### src/rtl/config_loader_if.sv
// Host-side byte stream and tile configuration bus of the config loader.
// The loader itself connects through the slave modport; the host (or bench)
// drives start/stream and watches the bus through the master modport.
interface config_loader_if;
  logic        start;
  logic [7:0]  in_data;
  logic        in_valid;
  logic        in_ready;
  logic [31:0] config_addr;
  logic [31:0] config_data;
  logic        busy;
  logic        done;
  logic        error;
  logic [31:0] words_written;

  modport master (
    output start, in_data, in_valid,
    input  in_ready, config_addr, config_data, busy, done, error, words_written
  );

  modport slave (
    input  start, in_data, in_valid,
    output in_ready, config_addr, config_data, busy, done, error, words_written
  );
endinterface

### src/rtl/config_loader.sv
// Configuration master for the tile array. Parses a little-endian byte
// bitstream (count, N x {addr, data}, XOR trailer) and replays each record
// as a word write held on config_addr/config_data for WRITE_CYCLES cycles.
// Every output is registered; reset forces the bus back to IDLE_ADDR
// asynchronously so a tile can never see a partial or stretched write.
module config_loader #(
  parameter int unsigned WRITE_CYCLES = 1,            // 1..15
  parameter logic [31:0] IDLE_ADDR    = 32'h0000_0000 // block select 0 matches nothing
) (
  input  logic            clk,
  input  logic            reset,
  config_loader_if.slave  bus
);

  typedef enum logic [2:0] {
    S_IDLE, S_COUNT, S_ADDR, S_DATA, S_WRITE, S_CHECK, S_DONE, S_ERR
  } state_t;

  localparam logic [3:0] WC_LAST = 4'(WRITE_CYCLES);

  state_t      state;
  logic [1:0]  byte_idx;   // position within the current 4-byte field
  logic [23:0] shift;      // earlier bytes of the field, first byte lowest
  logic [31:0] addr_q;     // address of the record being assembled
  logic [31:0] rec_left;   // records still to be written
  logic [7:0]  csum;       // XOR of every byte accepted so far
  logic [3:0]  wc_cnt;     // WRITE cycle number, 1-based

  logic        accept;
  logic        last_byte;
  logic [31:0] word;

  assign accept    = bus.in_valid && bus.in_ready;
  assign last_byte = (byte_idx == 2'd3);
  // Complete little-endian word as it stands on the edge of its last byte.
  assign word      = {bus.in_data, shift};

  // Single FSM: byte assembly, checksum, write sequencing and all outputs.
  // NOTE: all state here uses <=, so every branch reads the values from
  // before this edge; e.g. the CHECK compare sees csum without the trailer.
  always_ff @(posedge clk or posedge reset) begin
    if (reset) begin
      state             <= S_IDLE;
      byte_idx          <= '0;
      shift             <= '0;
      addr_q            <= '0;
      rec_left          <= '0;
      csum              <= '0;
      wc_cnt            <= '0;
      bus.in_ready      <= 1'b0;
      bus.config_addr   <= IDLE_ADDR;
      bus.config_data   <= '0;
      bus.busy          <= 1'b0;
      bus.done          <= 1'b0;
      bus.error         <= 1'b0;
      bus.words_written <= '0;
    end else begin
      if (accept) begin
        csum     <= csum ^ bus.in_data;
        shift    <= {bus.in_data, shift[23:8]};
        byte_idx <= byte_idx + 2'd1;
      end

      case (state)
        S_IDLE, S_DONE, S_ERR: begin
          if (bus.start) begin
            state             <= S_COUNT;
            byte_idx          <= '0;
            csum              <= '0;
            bus.in_ready      <= 1'b1;
            bus.busy          <= 1'b1;
            bus.done          <= 1'b0;
            bus.error         <= 1'b0;
            bus.words_written <= '0;
          end
        end

        S_COUNT: begin
          if (accept && last_byte) begin
            rec_left <= word;
            state    <= (word == 32'd0) ? S_CHECK : S_ADDR;
          end
        end

        S_ADDR: begin
          if (accept && last_byte) begin
            addr_q <= word;
            state  <= S_DATA;
          end
        end

        S_DATA: begin
          if (accept && last_byte) begin
            state           <= S_WRITE;
            wc_cnt          <= 4'd1;
            bus.in_ready    <= 1'b0;
            bus.config_addr <= addr_q;
            bus.config_data <= word;
          end
        end

        S_WRITE: begin
          if (wc_cnt == WC_LAST) begin
            bus.config_addr   <= IDLE_ADDR;
            bus.config_data   <= '0;
            bus.words_written <= bus.words_written + 32'd1;
            bus.in_ready      <= 1'b1;
            rec_left          <= rec_left - 32'd1;
            state             <= (rec_left == 32'd1) ? S_CHECK : S_ADDR;
          end else begin
            wc_cnt <= wc_cnt + 4'd1;
          end
        end

        S_CHECK: begin
          if (accept) begin
            bus.in_ready <= 1'b0;
            bus.busy     <= 1'b0;
            if (bus.in_data == csum) begin
              bus.done <= 1'b1;
              state    <= S_DONE;
            end else begin
              bus.error <= 1'b1;
              state     <= S_ERR;
            end
          end
        end

        default: state <= S_IDLE;
      endcase
    end
  end

endmodule

### src/flat_wrapper.sv
// flat-port wrapper written by rule: the top's interface ports become plain ports
module config_loader_flat 
#(
  parameter int unsigned WRITE_CYCLES = 1,                    
  parameter logic [31:0] IDLE_ADDR    = 32'h0000_0000                                  
)
  (clk, reset, bus_start, bus_in_data, bus_in_valid, bus_in_ready, bus_config_addr, bus_config_data, bus_busy, bus_done, bus_error, bus_words_written);
  config_loader_if bus_i ();
  input  logic clk;
  input  logic reset;
  input wire logic [$bits(bus_i.start)-1:0] bus_start;
  input wire logic [$bits(bus_i.in_data)-1:0] bus_in_data;
  input wire logic [$bits(bus_i.in_valid)-1:0] bus_in_valid;
  output wire logic [$bits(bus_i.in_ready)-1:0] bus_in_ready;
  output wire logic [$bits(bus_i.config_addr)-1:0] bus_config_addr;
  output wire logic [$bits(bus_i.config_data)-1:0] bus_config_data;
  output wire logic [$bits(bus_i.busy)-1:0] bus_busy;
  output wire logic [$bits(bus_i.done)-1:0] bus_done;
  output wire logic [$bits(bus_i.error)-1:0] bus_error;
  output wire logic [$bits(bus_i.words_written)-1:0] bus_words_written;
  assign bus_i.start = bus_start;
  assign bus_i.in_data = bus_in_data;
  assign bus_i.in_valid = bus_in_valid;
  assign bus_in_ready = bus_i.in_ready;
  assign bus_config_addr = bus_i.config_addr;
  assign bus_config_data = bus_i.config_data;
  assign bus_busy = bus_i.busy;
  assign bus_done = bus_i.done;
  assign bus_error = bus_i.error;
  assign bus_words_written = bus_i.words_written;
  config_loader #(.WRITE_CYCLES(WRITE_CYCLES), .IDLE_ADDR(IDLE_ADDR)) u_core (.clk(clk), .reset(reset), .bus(bus_i));
endmodule
### config.mk
export PLATFORM = sky130hd
export DESIGN_NAME = config_loader_flat
export DESIGN_NICKNAME = d
export VERILOG_FILES = /design/src/rtl/config_loader_if.sv /design/src/rtl/config_loader.sv /design/src/flat_wrapper.sv
export SDC_FILE = /design/constraint.sdc
export NUM_CORES = 1
export LEC_CHECK = 0
export BUFFER_PORTS_ARGS = -buffer_cell sky130_fd_sc_hd__buf_4
export CORE_MARGIN = 1.5
export CORE_UTILIZATION = 55
export DETAILED_ROUTE_END_ITERATION = 8
export PLACE_DENSITY = 0.76
export SYNTH_ARGS = -nofsm -noshare
export SYNTH_HDL_FRONTEND = slang
export SYNTH_SLANG_ARGS = --single-unit
export TNS_END_PERCENT = 20
### constraint.sdc
create_clock -name clk -period 14.02 [get_ports clk]
set_clock_uncertainty 0.1 [all_clocks]
set_input_delay 0 -clock clk [delete_from_list [all_inputs] [get_ports clk]]
set_output_delay 0 -clock clk [all_outputs]
set_load 0.05 [all_outputs]
=== Word level (Yosys, flattened, before mapping) ===
Index checks and enable logic that the tools add are counted.

* Bits in registers: 205
* Input bits: 12
* Output and inout port bits: 100
* Logic and storage cells: 101

* Add/subtract/negate cells: 4
* Equal/unequal tests: 20
* Multiplexer cells: 42
* Bitwise logic cells: 1
* Reduce and logical (&&, ||, !) cells: 20

{| class="wikitable"
|+ Operators by type and width
! cell !! count
|-
| one-hot mux 32 bit (2 select lines) || 4
|-
| two-way mux 32 bit || 6
|-
| adder 32 x 1 -> 32 bit, second input constant || 1
|-
| == test 32 x 1 -> 1 bit, second input constant || 1
|-
| zero test 32 bit || 1
|-
| subtractor 32 x 1 -> 32 bit, second input constant || 1
|-
| two-way mux 3 bit || 8
|-
| two-way mux 8 bit || 3
|-
| one-hot mux 3 bit (6 select lines) || 1
|-
| AND reduction 3 bit || 5
|-
| == test 3 bit, second input constant || 4
|-
| inequality test 2 x 1 -> 1 bit, second input constant || 6
|-
| two-way mux 1 bit || 10
|-
| == test 8 bit || 1
|-
| two-way mux 4 bit || 2
|-
| one-hot mux 4 bit (2 select lines) || 1
|-
| AND reduction 4 bit || 2
|-
| nonzero test 2 bit || 4
|-
| XOR 8 bit || 1
|-
| == test 3 x 2 -> 1 bit, second input constant || 2
|-
| two-way mux 2 bit || 3
|-
| inequality test 2 bit, second input constant || 3
|-
| one-hot mux 1 bit (2 select lines) || 3
|-
| AND reduction 6 bit || 1
|-
| 12 further kinds || 13
|}

=== Depth between registers and ports, before layout ===
Gate-level depths: netlist of the first run.

* Depth after elaboration: 4
* Gate-level depth with buffers: 10
* Gate-level depth less buffers: 7

=== Least setup slack after synthesis of the first run ===
Ideal clock, no wire load.

* Kind: reg2reg
* From: register u_core.bus.words_written[3]
* To: register u_core.bus.words_written[30]
* Setup time: 119 ps
* Data arrival time: 2316 ps
* Required time: 13801 ps
* Slack: 11485 ps
* Cell stages (with the launch flop): 7
* Path buffers: 1
* Period minus slack after synthesis: 2535 ps
* Cells stage by stage: dfrtp_1 and4_1 nand3_2 or4_1 clkbuf_1 o31a_1 o21a_1

* Longest elaborated chain between the ends: 3

{| class="wikitable"
|+ Ends and longest elaborated chain
! element !! RTL line !! text
|-
| start, declared || config_loader_if.sv:23 || <nowiki>output in_ready, config_addr, config_data, busy, done, error, words_written</nowiki>
|-
| start signal, assigned || config_loader.sv:106 || <nowiki>bus.words_written <= bus.words_written + 32'd1;</nowiki>
|-
| adder 32 x 1 -> 32 bit || config_loader.sv:106 ||
|-
| two-way mux 32 bit || config_loader.sv:103 || <nowiki>if (wc_cnt == WC_LAST) begin</nowiki>
|-
| one-hot mux 32 bit (2 select lines) || config_loader.sv:64 || <nowiki>case (state)</nowiki>
|}

Every way passes these cells. The select of a mux whose other input is x is not followed.
A chain may end at the register's enable or synchronous reset.

=== Worst setup path after layout of the first run ===
* From: register u_core.rec_left[0]
* To: register u_core.rec_left[28]

* Longest elaborated chain between the ends: 3

{| class="wikitable"
|+ Ends and longest elaborated chain
! element !! RTL line !! text
|-
| start, declared || config_loader.sv:25 || <nowiki>logic [31:0] rec_left;</nowiki>
|-
| start signal, assigned || config_loader.sv:80 || <nowiki>rec_left <= word;</nowiki>
|-
| start signal, assigned || config_loader.sv:108 || <nowiki>rec_left <= rec_left - 32'd1;</nowiki>
|-
| subtractor 32 x 1 -> 32 bit || config_loader.sv:108 ||
|-
| two-way mux 32 bit || config_loader.sv:103 ||
|-
| one-hot mux 32 bit (2 select lines) || config_loader.sv:64 ||
|}

Every way passes these cells. The select of a mux whose other input is x is not followed.

==> results.py, run 1 <==
metrics = {
    "clock_network": {
        "insertion_delay_ns": 0.51,
        "htreeDepth": 1,
        "clock-sinks": 205,
        "cts.path.max_buffers": 3,
        "cts-root-buf": "clkbuf_16",
        "cts_tree": "done",
        "cts_buffers": 22,
        "clkSlewWorstSetupHoldPaths_ns": 0.06,
    },
    "die": {
        "dieWidth_um": 134.7,
        "start_util_pct": 56.89,
        "die_h_um": 134.7,
        "dieArea_um2": 18130,
        "core_um2": 16760,
        "ios": 112,
        "fp-row-count": 47,
    },
    "synth": {
        "syn_avg_cell_area_um2": 9.515,
        "synth-simple-area-share_pct": 19.27,
        "yosys_most_used_dff": "dfrtp_1",
        "ys_seq_area_share_pct": 53.81,
        "synthMuxAreaShare_pct": 3.990,
        "ys_warn_count": 0,
        "syn-cell-area_um2": 9534,
        "synth_cell_types": 65,
        "synth-xor-area-share_pct": 2.572,
        "yosysTopAreaCellShare_pct": 53.81,
        "synth_fa_ha_area_share_pct": 0.7874,
        "synth_top_family_by_area": "simple AND/OR/NAND/NOR gates",
        "synth_compound_area_share_pct": 16.30,
        "netlist_instances": 1002,
        "synth_top_cell_by_area": "dfrtp_1",
        "synth-edff-count": 0,
        "syn_nets": 1020,
        "synthArstFlopShare_pct": 100.0,
        "synthTopCellsByArea": "dfrtp_1 (54%), nand2_1 (9.3%), o21ai_0 (6.1%), mux2_2 (3.8%), clkbuf_1 (2.0%)",
        "synth_seq_cells": 205,
    },
    "critical_path": {
        "worstSetupStartpointType": "flop",
        "cp.required_ns": 14.24,
        "crit_fanout": 13,
        "arrival_ns": 3.32,
        "crit_path_end_kind": "flop",
        "critical_path_class": "reg -> reg",
    },
    "placed_design": {
        "hpwl_mm": 15.16,
        "io_buffers": 111,
        "dp_cells": 1276,
        "pre_cts_ws_ns": 10.99,
        "gp_congestion": 0.8949,
    },
    "timing": {
        "finalCritPeriodShare_pct": 22.09,
        "rsz0062_at_grt": "no",
        "finalSetupViolations": 0,
        "tightest_slew_ns": 1.170,
        "setup_tns_ns": 0,
        "fmax_mhz": 322.9,
        "min_period_ns": 3.097,
        "drv_slew": 0,
        "slew_headroom_pct": 21.98,
        "hold_viol_final": 0,
        "fin_ws_ns": 10.92,
    },
    "final_layout": {
        "drive_above_1_share_pct": 18.08,
        "nets": 1109,
        "antenna_cells": 0,
        "area_delta_synth_final_pct": 19.17,
        "post_layout_nonfiller_instances": 1326,
        "fin_util_pct": 67.79,
    },
    "global_route": {
        "use_met3_pct": 4.054,
        "top_usage_layer": "met2",
        "gr-total-overflow": 0,
        "grt_pass1_wl_mm": 38.12,
        "met2_usage_pct": 40.71,
        "grt_pass1_vias": 7353,
        "antenna_found_initial": 0,
        "grt_use_met1_pct": 38.31,
        "grt_max_degree": 147,
        "grt.total_usage_pct": 26.21,
    },
    "power": {
        "clkPwrFrac_pct": 24.2,
        "power_density_nw_per_um2": 223.1,
        "power.total_mw": 2.535,
        "pwr-share-seq_pct": 39.2,
        "intPower_mw": 1.488,
        "p_sw_share_pct": 41.32,
        "pwr-share-comb_pct": 36.5,
        "peakVddDrop_v": 0.0001237,
        "p_sw_mw": 1.048,
        "leakagePower_nw": 5.190,
    },
    "route": {
        "drtPass1Iterations": 5,
        "viasPerCell": 5.925,
        "ant_nets": 0,
        "num_vias": 7857,
        "drt-total-wl_mm": 23.42,
        "drtIter0Drc": 652,
        "drc_errors": 0,
        "routedWlPerCell_um": 17.66,
    },
    "run": {
        "cap_violations": 0,
    },
    "hold_path": {
        "hp-class": "in -> async",
    },
    "run_status": {
        "status": "finished clean",
    },
}
-- final cells by class --
type	instances	area, µm²
clock buffer	34	665.6
multi-input combinational	718	4120
fill	1313	5398
timing repair buffer	129	996.0
inverter	15	63.81
tap	220	275.3
clock inverter	5	111.4
sequential	205	5130
-- cell usage after synthesis, drive strengths merged (6+ instances only) --
cell type	instances
a21oi	27
nor2	51
ha	6
buf	12
nor3	19
nor4	19
o31ai	17
nand4	8
clkbuf	52
xor2	13
o21ai	119
nand3	13
or3	11
o21a	7
o41ai	6
nand2	236
or4	14
inv	15
xnor2	15
mux2	32
a21boi	8
o2bb2ai	6
dfrtp	205
a22o	10
-- logic make-up (layout without fill, tap and decap cells) --
| kind of cell | after synthesis | count (layout) |
|---|---|---|
| and+or+nand+nor | 403 | 403 |
| AOI/OAI and AO/OA | 247 | 247 |
| DFF | 205 | 205 |
| buffers and inverters | 79 | 183 |
| muxes | 34 | 34 |
| xor gates and xnor gates | 28 | 28 |
| adders and majority gates | 6 | 6 |
-- state kept, by name (all words and copies together), names as in the netlist --
name                      flops
u_core.addr_q                32
u_core.bus.busy               1
u_core.bus.config_addr       32
u_core.bus.config_data       32
u_core.bus.done               1
u_core.bus.error              1
u_core.bus.in_ready           1
u_core.bus.words_written     32
u_core.byte_idx               2
u_core.csum                   8
u_core.rec_left              32
u_core.shift                 24
u_core.state                  3
u_core.wc_cnt                 4
-- metal layers --
metal,part of all wire [%],up-vias
li1,-,3717
met1,46,3836
met2,46,258
met3,5.6,46
met4,2.7,0
met5,0,-
-- critical path, cell delays in order, from the launching register on --
cell and delay [ns]:
dfrtp_1 0.45, inv_1 0.10, ha_1 0.19, nor3b_1 0.47, nand4b_1 0.58, or4_1 0.65, o32ai_1 0.26, a22oi_1 0.12
-- path summary, 6_finish.rpt --
kind,from,slack (ns),end,depth (start not counted)
setup / recovery,u_core.rec_left[0]$_DFFE_PP0P_,10.92,u_core.rec_left[28]$_DFFE_PP0P_,7
hold / removal,reset,0.16,u_core.bus.config_addr[10]$_DFFE_PP0P_,3
hold reg to reg,u_core.bus.config_addr[9]$_DFFE_PP0P_,0.38,u_core.bus.config_addr[9]$_DFFE_PP0P_,2
max in group asynchronous,reset,12.26,u_core.byte_idx[1]$_DFF_PP0_,4
setup reg to reg,u_core.rec_left[0]$_DFFE_PP0P_,10.92,u_core.rec_left[28]$_DFFE_PP0P_,7
min in group clk,bus_in_data[1],0.24,u_core.addr_q[25]$_DFFE_PP0P_,3
-- stage by stage --
step / instance area [µm²] / hold WS (ns)
2_1_floorplan: 9534 / 0.03605
3_3_place_gp: 10480 / 0.2016
3_5_place_dp: 10480 / 0.2081
4_1_cts: 11360 / 0.2291
5_1_grt: 11360 / 0.2519
6_report: 11360 / 0.1603
-- timing repair --
item | 4_1_cts | 5_1_grt
hold buffers | 11 | 0
setup buffers | 0 | 0
endpoints found under the hold margin | 188 | 0
gates resized for setup | 0 | 0
-- power by group through the flow --
stage	clock, mW	combinational [mW]	sequential, mW
after CTS	0.623	0.930	0.990
after global routing	0.650	1.01	1.02
after floorplan	0	0.425	1.20
after global placement	0	0.903	0.987
after detailed placement	0	0.923	0.997
final	0.615	0.926	0.994
-- layout by cell type (no fill, tap or decap), drive strengths merged, types with 7 or more instances in the layout --
cell type	n
a21boi	8
clkbuf	34
a21oi	27
o31ai	17
nor3	19
nand4	8
o21a	7
buf	118
mux2	32
nand2	236
dlygate4sd3	11
dfrtp	205
xnor2	15
o21ai	119
or4	14
a22o	10
nor2	51
inv	15
nor4	19
nand3	13
or3	11
xor2	13
Power figures use the tool's default switching activity.
==> run 2, diff against run 1 <==
- ABC_AREA: unset -> 1
- PLACE_DENSITY: 0.76 -> 0.75
- clock period: 14.02 -> 3.1 ns (I/O delays scaled with it)
==> results.py, run 2 <==
metrics = {
    "timing": {
        "drv_slew": 0,
        "finalCritPeriodShare_pct": 74.41,
        "min_period_ns": 2.307,
        "setup_tns_ns": 0,
        "tightest_slew_ns": 0.8495,
        "rsz0062_at_grt": "no",
        "hold_viol_final": 0,
        "slew_headroom_pct": 43.25,
        "fmax_mhz": 433.5,
        "finalSetupViolations": 0,
    },
    "placed_design": {
        "io_buffers": 111,
        "dp_cells": 1706,
        "gp_congestion": 0.9652,
        "hpwl_mm": 19.59,
    },
    "clock_network": {
        "cts_setup_buffers": 0,
        "ctsResizeCount": 0,
        "cts.path.max_buffers": 3,
        "cts_buffers": 23,
        "cts_tree": "done",
        "insertion_delay_ns": 0.51,
        "htreeDepth": 1,
        "clock-sinks": 205,
        "cts-root-buf": "clkbuf_16",
        "clkSlewWorstSetupHoldPaths_ns": 0.06,
    },
    "synth": {
        "synth-edff-count": 0,
        "yosys_most_used_dff": "dfrtp_1",
        "syn_nets": 1422,
        "synthTopCellsByArea": "dfrtp_1 (49%), nand2_1 (17%), o21ai_0 (6.7%), nor2_1 (6.2%), inv_1 (5.3%)",
        "netlist_instances": 1404,
        "syn-cell-area_um2": 10470,
        "ys_seq_area_share_pct": 48.98,
        "synth_top_cell_by_area": "dfrtp_1",
        "synthTopCellsByCount": "nand2_1 (465), dfrtp_1 (205), nor2_1 (174)",
        "syn_avg_cell_area_um2": 7.460,
        "synth_seq_cells": 205,
        "yosysTopAreaCellShare_pct": 48.98,
        "ys_warn_count": 0,
        "synth_cell_types": 39,
        "synth_most_common_cell": "nand2_1",
        "synthArstFlopShare_pct": 100.0,
    },
    "critical_path": {
        "r2r_start": "u_core.state[2]$_DFFE_PP0P_",
        "reg2reg_to": "u_core.rec_left[20]$_DFFE_PP0P_",
        "critical_path_class": "reg -> reg",
        "reg2reg_slack_ns": 0.79,
        "cp.required_ns": 3.40,
        "arrival_ns": 2.61,
        "crit_path_end_kind": "flop",
        "r2r_cells": 9,
        "crit_fanout": 25,
        "worstSetupStartpointType": "flop",
    },
    "die": {
        "core_um2": 18710,
        "fp-row-count": 50,
        "dieArea_um2": 19880,
        "die_h_um": 141.0,
        "start_util_pct": 55.99,
        "dieWidth_um": 141.0,
        "ios": 112,
    },
    "global_route": {
        "grt.total_usage_pct": 28.63,
        "grt_pass1_vias": 8958,
        "grt_pass1_wl_mm": 45.44,
        "gr-total-overflow": 0,
        "antenna_found_initial": 0,
        "grt_max_degree": 77,
    },
    "route": {
        "drtIter0Drc": 743,
        "drtPass1Iterations": 6,
        "drc_errors": 0,
        "num_vias": 9484,
        "drt-total-wl_mm": 27.50,
        "ant_nets": 0,
        "routedWlPerCell_um": 15.63,
        "viasPerCell": 5.392,
    },
    "run_status": {
        "status": "finished clean",
    },
    "final_layout": {
        "post_layout_nonfiller_instances": 1759,
        "drive_above_1_share_pct": 12.46,
        "final_cell_mix": "nand2_1 (464), dfrtp_1 (205), nor2_1 (174)",
        "area_delta_synth_final_pct": 17.56,
        "final_common_cell": "nand2_1",
        "nets": 1527,
        "antenna_cells": 0,
    },
    "run": {
        "cap_violations": 0,
    },
    "power": {
        "leakagePower_nw": 6.056,
        "power_density_nw_per_um2": 1064,
        "peakVddDrop_v": 0.0006022,
    },
    "hold_path": {
        "hp-class": "in -> async",
    },
}
-- run 2: changes by cell type after synthesis, sizes merged, moves of 11 or more --
cell / previous run / this run
nand2: 236 / 470
or4: 14 / 0
buf: 12 / 28
o31ai: 17 / 5
or3: 11 / 0
nand4: 8 / 27
nor4: 19 / 0
nor2: 51 / 180
nand3: 13 / 54
clkbuf: 52 / 25
mux2: 32 / 1
o21ai: 119 / 169
inv: 15 / 151
-- run 2: area by class of cell --
class / count / area, µm²
fill: 1657 / 6392
sequential: 205 / 5130
multi-input combinational: 995 / 4471
timing repair buffer: 133 / 1079
clock buffer: 33 / 663.1
inverter: 151 / 575.6
tap: 234 / 292.8
clock inverter: 8 / 102.6
-- run 2: cells by family (layout without fill, tap and decap cells) --
| group | after synthesis | count (layout) | share of synthesized area (%) |
|---|---|---|---|
| DFF | 205 | 205 | 48.98 |
| AOI/OAI and AO/OA | 215 | 215 | 10.81 |
| and+or+nand+nor | 759 | 759 | 29.76 |
| buffers and inverters | 204 | 325 | 8.458 |
| muxes | 1 | 1 | 0.1075 |
| xor gates and xnor gates | 14 | 14 | 1.171 |
| adders and majority gates | 6 | 6 | 0.7167 |
-- run 2: worst max-delay path, cell delays in order, from the launching register on --
cell	delay (ns)
dfrtp_1	0.53
inv_1	0.13
nand3_1	0.12
inv_1	0.07
nand2_1	0.09
nand3_2	0.29
inv_2	0.43
o21ai_0	0.18
o21ai_0	0.18
inv_1	0.06
-- run 2: worst max-delay path by stage --
stage                                start                               to  slack (ns)  cells after the start
6_report       u_core.state[2]$_DFFE_PP0P_  u_core.rec_left[20]$_DFFE_PP0P_        0.79                      9
5_1_grt        u_core.state[2]$_DFFE_PP0P_  u_core.rec_left[20]$_DFFE_PP0P_        0.59                      9
4_1_cts        u_core.state[2]$_DFFE_PP0P_  u_core.rec_left[20]$_DFFE_PP0P_        0.81                      9
3_5_place_dp   u_core.state[2]$_DFFE_PP0P_  u_core.rec_left[20]$_DFFE_PP0P_        0.82                      9
3_3_place_gp   u_core.state[0]$_DFFE_PP0P_  u_core.rec_left[20]$_DFFE_PP0P_        0.86                      9
2_1_floorplan                        reset     u_core.addr_q[0]$_DFFE_PP0P_        0.34                      1
-- run 2: where the power goes --
part / switching, mW / internal [mW]
clock network: 1.10 / 1.66
logic: 4.23 / 1.70
registers: 0.756 / 3.66
-- run 2: routing by layer --
metal | vias up | share of wire (%) | global-route usage [%]
li1 | 4655 | - | -
met1 | 4442 | 45 | 40.35
met2 | 324 | 46 | 46.12
met3 | 63 | 6.7 | 3.940
met4 | 0 | 2.9 | 9.265
met5 | - | 0 | 0
-- run 2: repair_timing --
action | 4_1_cts | 5_1_grt
hold buffers | 12 | 0
setup endpoints to repair | 0 | 0
endpoints found under the hold margin | 67 | 0
-- run 2: through the flow --
step	hold WS [ns]	util [%]	total power, mW	area, µm²	worst slack (ns)
2_1_floorplan	0.06591	-	8.774	10480	0.3417
3_3_place_gp	0.1055	61.09	10.16	11430	0.8640
3_5_place_dp	0.1171	61.09	10.33	11430	0.8215
4_1_cts	0.1416	65.83	13.13	12310	0.8146
5_1_grt	0.1800	65.83	14.01	12310	0.5900
6_report	0.1213	65.83	13.10	12310	0.7933
